--- src/rtl/triangle_streamer.sv ---
`timescale 1ns/1ps
// Streams a triangle count header followed by fixed-size triangle records,
// least significant byte first, to a byte-wide UART transmitter.
module triangle_streamer #(
    parameter int TRI_BYTES = 18,
    parameter int CNT_BYTES = 4,
    parameter int ADDR_W    = 32
) (
    input  logic                   clk,
    input  logic                   rst,
    input  logic                   start,
    input  logic                   abort,
    input  logic [ADDR_W-1:0]      num_triangles,
    output logic                   tri_rd,
    output logic [ADDR_W-1:0]      tri_addr,
    input  logic [TRI_BYTES*8-1:0] tri_rdata,
    output logic                   trmt,
    output logic [7:0]             tx_data,
    input  logic                   tx_done,
    output logic                   busy,
    output logic                   done
);

    localparam int SR_W = TRI_BYTES * 8;

    typedef enum logic [2:0] {
        IDLE,
        SEND,
        WAIT,
        FETCH,
        LOAD,
        DONE
    } state_t;

    state_t            state;
    logic [SR_W-1:0]   sr;
    logic [4:0]        bcnt;
    logic [ADDR_W-1:0] idx;
    logic [ADDR_W-1:0] n;
    logic [ADDR_W-1:0] idx_next;
    logic              hdr;

    assign idx_next = idx + ADDR_W'(1);
    assign tx_data  = sr[7:0];
    assign tri_addr = idx;

    // Pulse outputs are registered alongside the state so each one is high
    // exactly for the cycle spent in its state; abort overrides everything.
    always_ff @(posedge clk or posedge rst) begin
        if (rst) begin
            state  <= IDLE;
            sr     <= '0;
            bcnt   <= '0;
            idx    <= '0;
            n      <= '0;
            hdr    <= 1'b0;
            tri_rd <= 1'b0;
            trmt   <= 1'b0;
            busy   <= 1'b0;
            done   <= 1'b0;
        end else begin
            tri_rd <= 1'b0;
            trmt   <= 1'b0;
            done   <= 1'b0;
            if (abort) begin
                state <= IDLE;
                busy  <= 1'b0;
            end else begin
                case (state)
                    IDLE: begin
                        if (start) begin
                            n     <= num_triangles;
                            sr    <= SR_W'(num_triangles);
                            bcnt  <= 5'(CNT_BYTES);
                            hdr   <= 1'b1;
                            idx   <= '0;
                            state <= SEND;
                            trmt  <= 1'b1;
                            busy  <= 1'b1;
                        end
                    end
                    SEND: begin
                        state <= WAIT;
                    end
                    WAIT: begin
                        if (tx_done) begin
                            sr   <= sr >> 8;
                            bcnt <= bcnt - 5'd1;
                            if (bcnt != 5'd1) begin
                                state <= SEND;
                                trmt  <= 1'b1;
                            end else if (hdr) begin
                                hdr <= 1'b0;
                                if (n == '0) begin
                                    state <= DONE;
                                    done  <= 1'b1;
                                end else begin
                                    state  <= FETCH;
                                    tri_rd <= 1'b1;
                                end
                            end else begin
                                idx <= idx_next;
                                if (idx_next == n) begin
                                    state <= DONE;
                                    done  <= 1'b1;
                                end else begin
                                    state  <= FETCH;
                                    tri_rd <= 1'b1;
                                end
                            end
                        end
                    end
                    FETCH: begin
                        state <= LOAD;
                    end
                    LOAD: begin
                        sr    <= tri_rdata;
                        bcnt  <= 5'(TRI_BYTES);
                        state <= SEND;
                        trmt  <= 1'b1;
                    end
                    DONE: begin
                        state <= IDLE;
                        busy  <= 1'b0;
                    end
                    default: begin
                        state <= IDLE;
                        busy  <= 1'b0;
                    end
                endcase
            end
        end
    end

endmodule
--- config.mk ---
export PLATFORM = sky130hd
export DESIGN_NAME = triangle_streamer
export DESIGN_NICKNAME = d
export VERILOG_FILES = /design/src/rtl/triangle_streamer.sv
export SDC_FILE = /design/constraint.sdc
export NUM_CORES = 1
export LEC_CHECK = 0
export CORE_UTILIZATION = 45
export CTS_BUF_LIST = sky130_fd_sc_hd__clkbuf_2 sky130_fd_sc_hd__clkbuf_4 sky130_fd_sc_hd__clkbuf_8
export DETAILED_ROUTE_END_ITERATION = 10
export MAX_ROUTING_LAYER = met4
export PLACE_DENSITY = 0.69
export RECOVER_POWER = 100
export SYNTH_ARGS = -nofsm -noshare
export SYNTH_HDL_FRONTEND = slang
export SYNTH_SLANG_ARGS = --single-unit
export TNS_END_PERCENT = 5
--- constraint.sdc ---
create_clock -name clk -period 15.29 [get_ports clk]
set_input_delay 3.058 -clock clk [delete_from_list [all_inputs] [get_ports clk]]
set_output_delay 3.058 -clock clk [all_outputs]
set_load 0.02 [all_outputs]
# After elaboration in Yosys (flattened, before gate mapping)
# Index checks and enable logic that the tools add are counted.
# op_classes
n_mux	44
magnitude_cmp	0
bitwise_logic	1
eq_ne	13
addsub	2
n_mul	0
shifts	0
div_mod_pow	0
reduce_logical	11
# op_table
cell	n
$pmux 144 s3	1
$mux 144	2
$mux 32	4
$pmux 32 s2	1
$add 32x1->32 const B	1
$eq 32x32->1	1
$logic_not 32->1	1
$mux 1	22
$mux 3	7
$pmux 3 s5	1
$pmux 5 s3	1
$mux 5	2
$ne 2x2->1 const B	4
$eq 3x2->1 const B	2
$ne 3x3->1 const B	2
$reduce_and 6->1	1
$ne 5x1->1 const B	1
$reduce_and 5->1	1
$sub 5x1->5 const B	1
$pmux 1 s2	2
$reduce_and 2->1	2
$reduce_and 4->1	1
$reduce_or 4->1	1
$eq 3x1->1 const B	1
other kinds (8)	8
# totals
inputBits	181
register_bits	221
mem_count	0
ramBits	0
latch_bits	0
out_inout_bits	44
wordCells	81
mem_bits_ro	0

# Longest topological paths before layout
# Gate-level depths: netlist of run 1.
# depth
word_depth	8
depth_mapped	10
depth_no_buf	9

# Worst setup path before layout of run 1
# OpenSTA, ideal clock, no wires.
# synth_timing
path_kind	input to register
start	in tx_done
end	reg idx[5], in the netlist tri_addr[5]
n_path_buf	2
setup_slack_ns	10.499
t_arrival_ns	4.652
setup_time_ns	0.138
cell_stages	9
path_cell_list	mux2i_1 > a21oi_1 > nand4_1 > or2_2 > and2_1 > clkbuf_1 > clkbuf_1 > o21ai_0 > o31ai_1
# synth_via
elab_chain_cells	2
# synth_rtl
item	line_no	source
from (decl)	19	input logic tx_done,
$ne 2x2->1 (no source line)	-	
$reduce_and 6->1 (no source line)	-	
to (signal assigned)	102	idx <= idx_next;
to (decl)	38	logic [ADDR_W-1:0] idx;
# No other way between the ends.
# A chain may end at the register's enable or synchronous reset.

# Final worst setup path of run 1
# layout_timing
start	in start
end	reg sr[31]
# layout_via
elab_chain_cells	2
# layout_rtl
item	line_no	source
from (decl)	11	input logic start,
$ne 2x2->1 (no source line)	-	
$reduce_and 4->1 (no source line)	-	
to (signal assigned)	73	sr <= SR_W'(num_triangles);
to (signal assigned)	87	sr <= sr >> 8;
to (signal assigned)	117	sr <= tri_rdata;
to (decl)	36	logic [SR_W-1:0] sr;
# No other way between the ends.

==> flow_summary.toml, run 1 <==
[pwr]
maximum_vdd_drop_mv = 0.0831
static-leakage-power_nw = 6.02
powerDensity_mw_per_mm2 = 117

[layout]
layout.nets = 1561
area.sequential_mm2 = 0.00553
combined_area_of_the_multi_input_logic_cells_mm2 = 0.00530
areaGrowthSynthToFinish_pct = 27.1
final_layout_size_suffix_gt1_share_pct = 9.16
nFillCells = 2177
finalCoreUtilization_pct = 58.7
final_cell_count_no_fill = 1725

[global_routing]
grt_pass1_wl_um = 54200
grt_usage_pct = 27.5
antenna_found_initial = 4
globalRoute.totalOverflow = 0
first_global_vias = 9663
maximum_number_of_pins_on_one_net_before_global_route_repair = 140

[clocking]
number_of_h_tree_levels = 2
path_clk_slew_ps = 60
ctsResizeCount = 0
cts_buffer_count = 39
root_buffer = "clkbuf_8"
cts_tree = "built"
cts-root-to-sink-buffers = 3
clock-sinks = 221
cts_hold_buf = 0
clk_latency_ps = 540
post_cts_buffers = 0

[yosys]
synth.net_count = 1389
syn_area_per_cell_um2 = 9.37
yosys.cell_types.count = 68
synth_top_area_cell = "dfrtp_1"
synth_flop_cell = "dfrtp_1"
postSynth.asyncResetShare_pct = 100
synth_edf_count = 0
synth_cells = 1205
netlist_top_cells_area = "dfrtp_1, nor2_1, a221oi_1, mux2_2, nand2_1"
yosysWarningCount = 0
yosys.cell_count.top_type = "nor2_1"
ys_seq_area_share_pct = 49.0
synthesis.area_mm2 = 0.0113
synth_commonest_cells = "nor2_1, dfrtp_1, a221oi_1"
synth_largest_type_area_fraction_pct = 49.0
register_bit_total_from_synthesis = 221

[critical_path]
crit_slowest_cell = "clkbuf_1"
critical-path-max-stage-delay_ps = 3040
worst_ep_required_time_ps = 15500
timing.critical_path.fanout_max = 102
ff2ff_setup_slack_ps = 8410
timing_worst_setup_path_type = "primary input to register"
start_kind = "primary input"
cp_cell_sequence = "dlygate4sd3_1, mux2i_1, a21oi_1, nor2b_1, nand2_1, clkinvlp_2, clkbuf_1, a31oi_1"
worst_setup_path_end_kind = "register"
critPathArrivalTime_ps = 9620

[placed_design]
gp_congestion = 0.952
cell_count_after_placement = 1660
dp.final_hpwl_um = 23100
port_buffers = 224

[timing]
period_share_pct = 61.6
hold_violations = 0
rsz_0062_raised_after_global_routing = "false"
max_clock_freq_ghz = 0.106
worst_case_headroom_to_the_max_slew_limit_pct = -316
timing.setup.tns_ps = 0
drv_slew = 399
report.final.setup_viol = 0
min_clock_period_post_route_ps = 9420
clock-skew-final_ps = 14.8
worstMarginPinSlew_ps = 6200

[floorplanning]
placementRows = 57
die_area_mm2 = 0.0257
placeableCoreArea_mm2 = 0.0245
boundaryPins = 225
initial_core_util_pct = 46.2
die-width_um = 160
floorplan.die.height_um = 160

[drt]
finalWirelength_um = 33900
vias = 10000
viasPerCell = 5.82
ant_nets = 0
drcViolationCount = 0
wire_per_inst_um = 19.7
dr.pass1.iters = 5
detailed_router_s_first_iteration_violation_count = 792

[run_status]
failed_checks = "capacitance limit, slew limit"
status = "complete, but fails checks"

[flow_run]
maxCapViolations = 6

[worst_hold_path]
worst_hold_path_type = "register to register"
==> cells by family after synthesis <==
family	count (synthesis)	synth area share, %
AOI/OAI and AO/OA	279	18.1
xor gates and xnor gates	47	3.64
and+or+nand+nor	506	21.1
adders and majority gates	3	0.332
muxes	36	3.54
DFF	221	49.0
buffers and inverters	113	4.28
==> worst max-delay path: cells and delay by family <==
family,cells,cell delay (ps)
AOI/OAI and AO/OA,2,550
buffers and inverters,3,5310
muxes,1,90
and+or+nand+nor,2,470
==> metal layers <==
layer  vias to the layer above  part of all wire [%]  track usage (%)
met5                         -                     0                -
met4                         0                   2.7             8.83
met3                        64                   9.1             7.70
met2                       383                    45             39.8
met1                      4869                    44             37.2
li1                       4721                     -                -
==> cells in the final DEF (no fill, tap or decap), drive strengths merged, types with 25 or more instances in the layout <==
| cell | count |
|---|---|
| nor2 | 278 |
| dfrtp | 221 |
| clkdlybuf4s50 | 177 |
| a221oi | 104 |
| nand2 | 84 |
| clkbuf | 58 |
| o21ai | 52 |
| dlygate4sd3 | 47 |
| a31oi | 36 |
| nand3 | 33 |
| mux2 | 32 |
| a22oi | 32 |
| xnor2 | 25 |
==> registers in the layout (all words and copies together), names as in the netlist, 3 cells and up <==
signal / cells
bcnt: 5
n: 32
sr: 144
state: 3
tri_addr: 32
==> cell type report <==
type | count | area share [%]
well taps | 324 | 2.82
clock inverters | 5 | 0.410
flip-flops and latches | 221 | 38.5
clock buffers | 56 | 4.89
diodes | 4 | 0.0697
inverters | 9 | 0.253
repair buffers | 235 | 16.1
multi-input cells | 871 | 36.9
==> metrics by stage <==
step / power [mW] / instance area (µm²) / hold slack [ps] / setup slack, ps
CTS: 1.69 / 14400 / 471 / 9410
finish: 1.68 / 14400 / 469 / 5870
detailed placement: 1.13 / 13600 / 457 / 8840
global placement: 1.12 / 13600 / 451 / 8900
global route: 1.77 / 14400 / 497 / 5160
floorplan: 1.00 / 11300 / 440 / 6180
==> report_power, final <==
group | internal, mW | total, mW | switching [mW] | leakage, nW
Clock | 0.309 | 0.549 | 0.239 | 0.402
Combinational | 0.166 | 0.336 | 0.169 | 2.92
Sequential | 0.702 | 0.795 | 0.0929 | 2.70
==> worst paths after layout <==
| path | startpoint | end | depth (start not counted) |
|---|---|---|---|
| worst min-delay path | sr[138] | sr[138] | 2 |
| worst max register to register | state[0] | sr[31] | 7 |
| max in group asynchronous | rst | sr[44] | 3 |
| worst min register to register | sr[138] | sr[138] | 2 |
| min in group asynchronous | rst | done | 2 |
| worst max-delay path | start | sr[31] | 8 |
No activity file was read; power rests on OpenSTA's default activity.
==> run 2: changes to the inputs <==
==> constraint.sdc (replaced) <==
create_clock -name clk -period 9.2 [get_ports clk]
set_input_delay 1.84 -clock clk [delete_from_list [all_inputs] [get_ports clk]]
set_output_delay 1.84 -clock clk [all_outputs]
set_load 0.02 [all_outputs]
==> run 2 against run 1 <==
  * The run still ends with capacitance limit, slew limit left
  * First-iteration DRC count increased by 18%
  * Flip-flop and latch count unchanged
  * Clock skew decreased by 3.1 ps
  * Total power increased by 69%
  * Via count is 0.28% lower
  * Hold slack improved by 0.55 ps
  * Final area up 0.31%
  * Critical path depth shrank 3
  * Global-route usage is essentially flat
  * Critical path type is now register to register
  * Largest cell class unchanged
==> flow_summary.toml, run 2 (synthesized netlist as in run 1, its figures left out) <==
[floorplanning]
placementRows = 57
boundaryPins = 225
die-width_um = 160
floorplan.die.height_um = 160
die_area_mm2 = 0.0257
placeableCoreArea_mm2 = 0.0245
initial_core_util_pct = 46.2

[layout]
final_common_cell = "nor2_1"
final_cell_mix = "nor2_1, dfrtp_1, clkdlybuf4s50_1"
layout.nets = 1560
final_layout_size_suffix_gt1_share_pct = 9.34
areaGrowthSynthToFinish_pct = 27.5
max_ffs_per_register = 144
largest-register = "sr"
finish.instance_area_mm2 = 0.0144
final_cell_count_no_fill = 1734

[drt]
viasPerCell = 5.77
ant_nets = 0
vias = 10000
drcViolationCount = 0
wire_per_inst_um = 19.7
dr.pass1.iters = 5
finalWirelength_um = 34100
detailed_router_s_first_iteration_violation_count = 936

[placed_design]
dp.final_hpwl_um = 23400
post_dp_cell_area_mm2 = 0.0136
port_buffers = 224
cell_count_after_placement = 1660
gp_congestion = 0.955

[global_routing]
antenna_found_initial = 7
maximum_number_of_pins_on_one_net_before_global_route_repair = 140
first_global_vias = 9678
grt_usage_pct = 27.5
globalRoute.totalOverflow = 0
grt_pass1_wl_um = 54100

[pwr]
powerDensity_mw_per_mm2 = 197
static-leakage-power_nw = 6.02
p_int_mw = 2.00
pwr-share-seq_pct = 46.5
p_total_mw = 2.84
power_switching_uw = 837
clock_network_power_share_pct = 33.9
maximum_vdd_drop_mv = 0.126
p_sw_share_pct = 29.5
power_frac_comb_pct = 19.6

[clocking]
clock-sinks = 221
number_of_h_tree_levels = 2
cts-root-to-sink-buffers = 3
root_buffer = "clkbuf_8"
cts_tree = "built"
cts_hold_buf = 0
path_clk_slew_ps = 60
cts_buffer_count = 38
post_cts_buffers = 0
ctsResizeCount = 0
clk_latency_ps = 540

[worst_hold_path]
hold_path.startpoint = "sr[138]"
worst_hold_path_type = "register to register"

[critical_path]
worst_setup_path_end_kind = "register"
start_kind = "register"
cp_cell_sequence = "nor3b_1, clkbuf_1, clkbuf_1, a221oi_1, nor2_1"
timing.critical_path.fanout_max = 97
worstSetupStartpoint = "state[0]"
worst_ep_required_time_ps = 9640
timing.critical_path.mode_cell = "clkbuf_1"
critical_path.reg2reg.startpoint = "state[0]"
timing_worst_setup_path_type = "register to register"
critPathArrivalTime_ps = 7060
crit_slowest_cell = "clkbuf_1"
critical-path-max-stage-delay_ps = 3150

[timing]
clock-skew-final_ps = 11.7
timing.setup.tns_ps = 0
drv_slew = 272
report.final.setup_viol = 0
min_clock_period_post_route_ps = 6620
worstMarginPinSlew_ps = 4340
max_clock_freq_ghz = 0.151
rsz_0062_raised_after_global_routing = "false"
period_share_pct = 72.0
worst_case_headroom_to_the_max_slew_limit_pct = -190
hold_violations = 0

[flow_run]
maxCapViolations = 5

[run_status]
failed_checks = "capacitance limit, slew limit"
status = "complete, but fails checks"
## run 2: layout make-up
class | count | area, µm²
clock inverters | 5 | 58.8
flip-flops and latches | 221 | 5530
diodes | 7 | 17.5
clock buffers | 62 | 772
repair buffers | 235 | 2310
fillers | 2106 | 10100
multi-input cells | 871 | 5270
well taps | 324 | 405
inverters | 9 | 42.5
## run 2: through the flow
stage | hold slack [ps] | utilization [%] | setup WS (ps)
after floorplan | 440 | - | 1310
after global placement | 451 | 55.7 | 4040
after detailed placement | 458 | 55.7 | 3970
after CTS | 471 | 59.1 | 4510
after global routing | 493 | 58.9 | 2170
final | 470 | 58.9 | 2580
## run 2: routing by layer
metal / vias up / track usage [%] / wire length [µm]
met2: 370 / 39.8 / 15500
met1: 4862 / 37.3 / 14900
met5: - / - / 0
li1: 4728 / - / -
met4: 0 / 8.92 / 877
met3: 49 / 7.39 / 2920
## run 2: power groups by stage
stage	sequential (mW)	combinational [mW]	clock (mW)
2_1_floorplan	1.27	0.391	0
3_3_place_gp	1.33	0.540	0
3_5_place_dp	1.33	0.556	0
4_1_cts	1.32	0.557	0.981
5_1_grt	1.34	0.624	1.02
6_report	1.32	0.555	0.962
## run 2: critical path: cells and delay by family, from the launching register on
family / cells / cell delay, ps
buf+inv: 2 / 4800
simple gates: 2 / 580
flops: 1 / 520
compound gates: 1 / 580
## run 2: worst paths after layout
| kind | slack, ps | depth (start not counted) | to |
|---|---|---|---|
| worst max-delay path | 2580 | 5 | sr[67] |
| min in group asynchronous | 2010 | 2 | done |
| worst max register to register | 2580 | 5 | sr[67] |
| worst min-delay path | 470 | 2 | sr[138] |
| worst min register to register | 470 | 2 | sr[138] |
| max in group asynchronous | 5500 | 3 | sr[32] |
==> run 3: changes to the inputs <==
==> constraint.sdc (replaced) <==
create_clock -name clk -period 6.25 [get_ports clk]
set_input_delay 1.25 -clock clk [delete_from_list [all_inputs] [get_ports clk]]
set_output_delay 1.25 -clock clk [all_outputs]
set_load 0.02 [all_outputs]
==> run 3 against run 2 <==
  * The flow still finishes with violations (capacitance limit, slew limit)
  * Flip-flop and latch count unchanged
  * Worst setup slack got worse by 1100 ps
  * Cell count decreased by 0.12%
  * Wire length up 1.3%
  * Global-route usage grew 0.34 points
  * Largest cell class unchanged
  * Critical path type is now primary input to register
  * First-iteration DRC count rose by 2.0%
  * Sequential power rose by 47%
  * Count of clock-buffer cells in the layout unchanged
==> flow_summary.toml, run 3 (synthesized netlist as in run 1, its figures left out) <==
[layout]
final_common_cell = "nor2_1"
layout.nets = 1561
final_cell_count_no_fill = 1732
final_cell_mix = "nor2_1, dfrtp_1, clkdlybuf4s50_1"
final_layout_size_suffix_gt1_share_pct = 9.56
max_ffs_per_register = 144
largest-register = "sr"
areaGrowthSynthToFinish_pct = 27.5

[global_routing]
antenna_found_initial = 6
first_global_vias = 9750
globalRoute.totalOverflow = 0
maximum_number_of_pins_on_one_net_before_global_route_repair = 192
grt_pass1_wl_um = 54800
grt_usage_pct = 27.8

[timing]
timing.setup.tns_ps = 0
clock-skew-final_ps = 22.6
period_share_pct = 77.1
rsz_0062_raised_after_global_routing = "false"
report.final.setup_viol = 0
worst_case_headroom_to_the_max_slew_limit_pct = -42.1
drv_slew = 128
min_clock_period_post_route_ps = 4820
worstMarginPinSlew_ps = 2130
max_clock_freq_ghz = 0.208
hold_violations = 0

[drt]
dr.pass1.iters = 6
vias = 10200
finalWirelength_um = 34600
ant_nets = 0
wire_per_inst_um = 20.0
viasPerCell = 5.86
drcViolationCount = 0
detailed_router_s_first_iteration_violation_count = 955

[pwr]
maximum_vdd_drop_mv = 0.181
static-leakage-power_nw = 6.02
powerDensity_mw_per_mm2 = 288
p_total_mw = 4.14

[clocking]
ctsResizeCount = 0
cts_buffer_count = 39
cts_hold_buf = 0
number_of_h_tree_levels = 2
path_clk_slew_ps = 60
cts-root-to-sink-buffers = 3
root_buffer = "clkbuf_8"
clock-sinks = 221
cts_tree = "built"
post_cts_buffers = 0
clk_latency_ps = 540

[floorplanning]
boundaryPins = 225
initial_core_util_pct = 46.2
die_area_mm2 = 0.0257
placementRows = 57
die-width_um = 160
floorplan.die.height_um = 160
placeableCoreArea_mm2 = 0.0245

[critical_path]
timing_worst_setup_path_type = "primary input to register"
ff2ff_setup_slack_ps = 1610
timing.critical_path.fanout_max = 37
worst_setup_path_end_kind = "register"
worst_ep_required_time_ps = 6690
critPathArrivalTime_ps = 5260
start_kind = "primary input"

[placed_design]
gp_congestion = 0.940
dp.final_hpwl_um = 23800
port_buffers = 224
cell_count_after_placement = 1660

[flow_run]
maxCapViolations = 5

[run_status]
failed_checks = "capacitance limit, slew limit"
status = "complete, but fails checks"

[worst_hold_path]
worst_hold_path_type = "register to register"
[run 3: worst max-delay path, stage by stage]
cell           delay (ps)
dlygate4sd3_1         590
nor2_1                 80
nand3_2                90
clkbuf_1             1510
and2_0               1290
o21ai_0               270
o31ai_1               140
[run 3: final cells by class]
cell class,instances,area (µm²)
Inverter,9,40.0
Clock buffer,62,766
Fill cell,2174,10100
Clock inverter,4,26.3
Antenna cell,6,15.0
Tap cell,324,405
Timing Repair Buffer,235,2350
Sequential cell,221,5530
Multi-Input combinational cell,871,5270
[run 3: routing by layer]
metal,global-route usage (%),up-vias,wire length [µm]
li1,-,4727,-
met1,38.0,4958,15100
met2,40.5,404,15700
met3,6.92,63,2760
met4,9.26,0,966
met5,-,-,0
[run 3: worst paths after layout]
| check | start | endpoint | depth (start not counted) |
|---|---|---|---|
| setup / recovery | abort | tri_addr[12] | 7 |
| hold / removal | sr[142] | sr[142] | 2 |
| min in group asynchronous | rst | tri_addr[20] | 2 |
| max in group asynchronous | rst | sr[117] | 3 |
| setup reg to reg | tri_addr[0] | state[2] | 9 |
| hold reg to reg | sr[142] | sr[142] | 2 |
[run 3: report_power, final]
group / internal, mW / switching, mW / total, mW
logic: 0.401 / 0.419 / 0.820
clock network: 0.774 / 0.603 / 1.38
registers: 1.71 / 0.230 / 1.94
total: 2.89 / 1.25 / 4.14
[run 3: stage by stage]
step           hold slack, ps  utilization (%)  setup slack, ps  cell area [µm²]
2_1_floorplan             440                -             2120            11300
3_3_place_gp              451             55.8             1890            13600
3_5_place_dp              457             55.8             1750            13600
4_1_cts                   470             59.0             2300            14400
5_1_grt                   496             58.9             1070            14400
6_report                  468             58.9             1430            14400
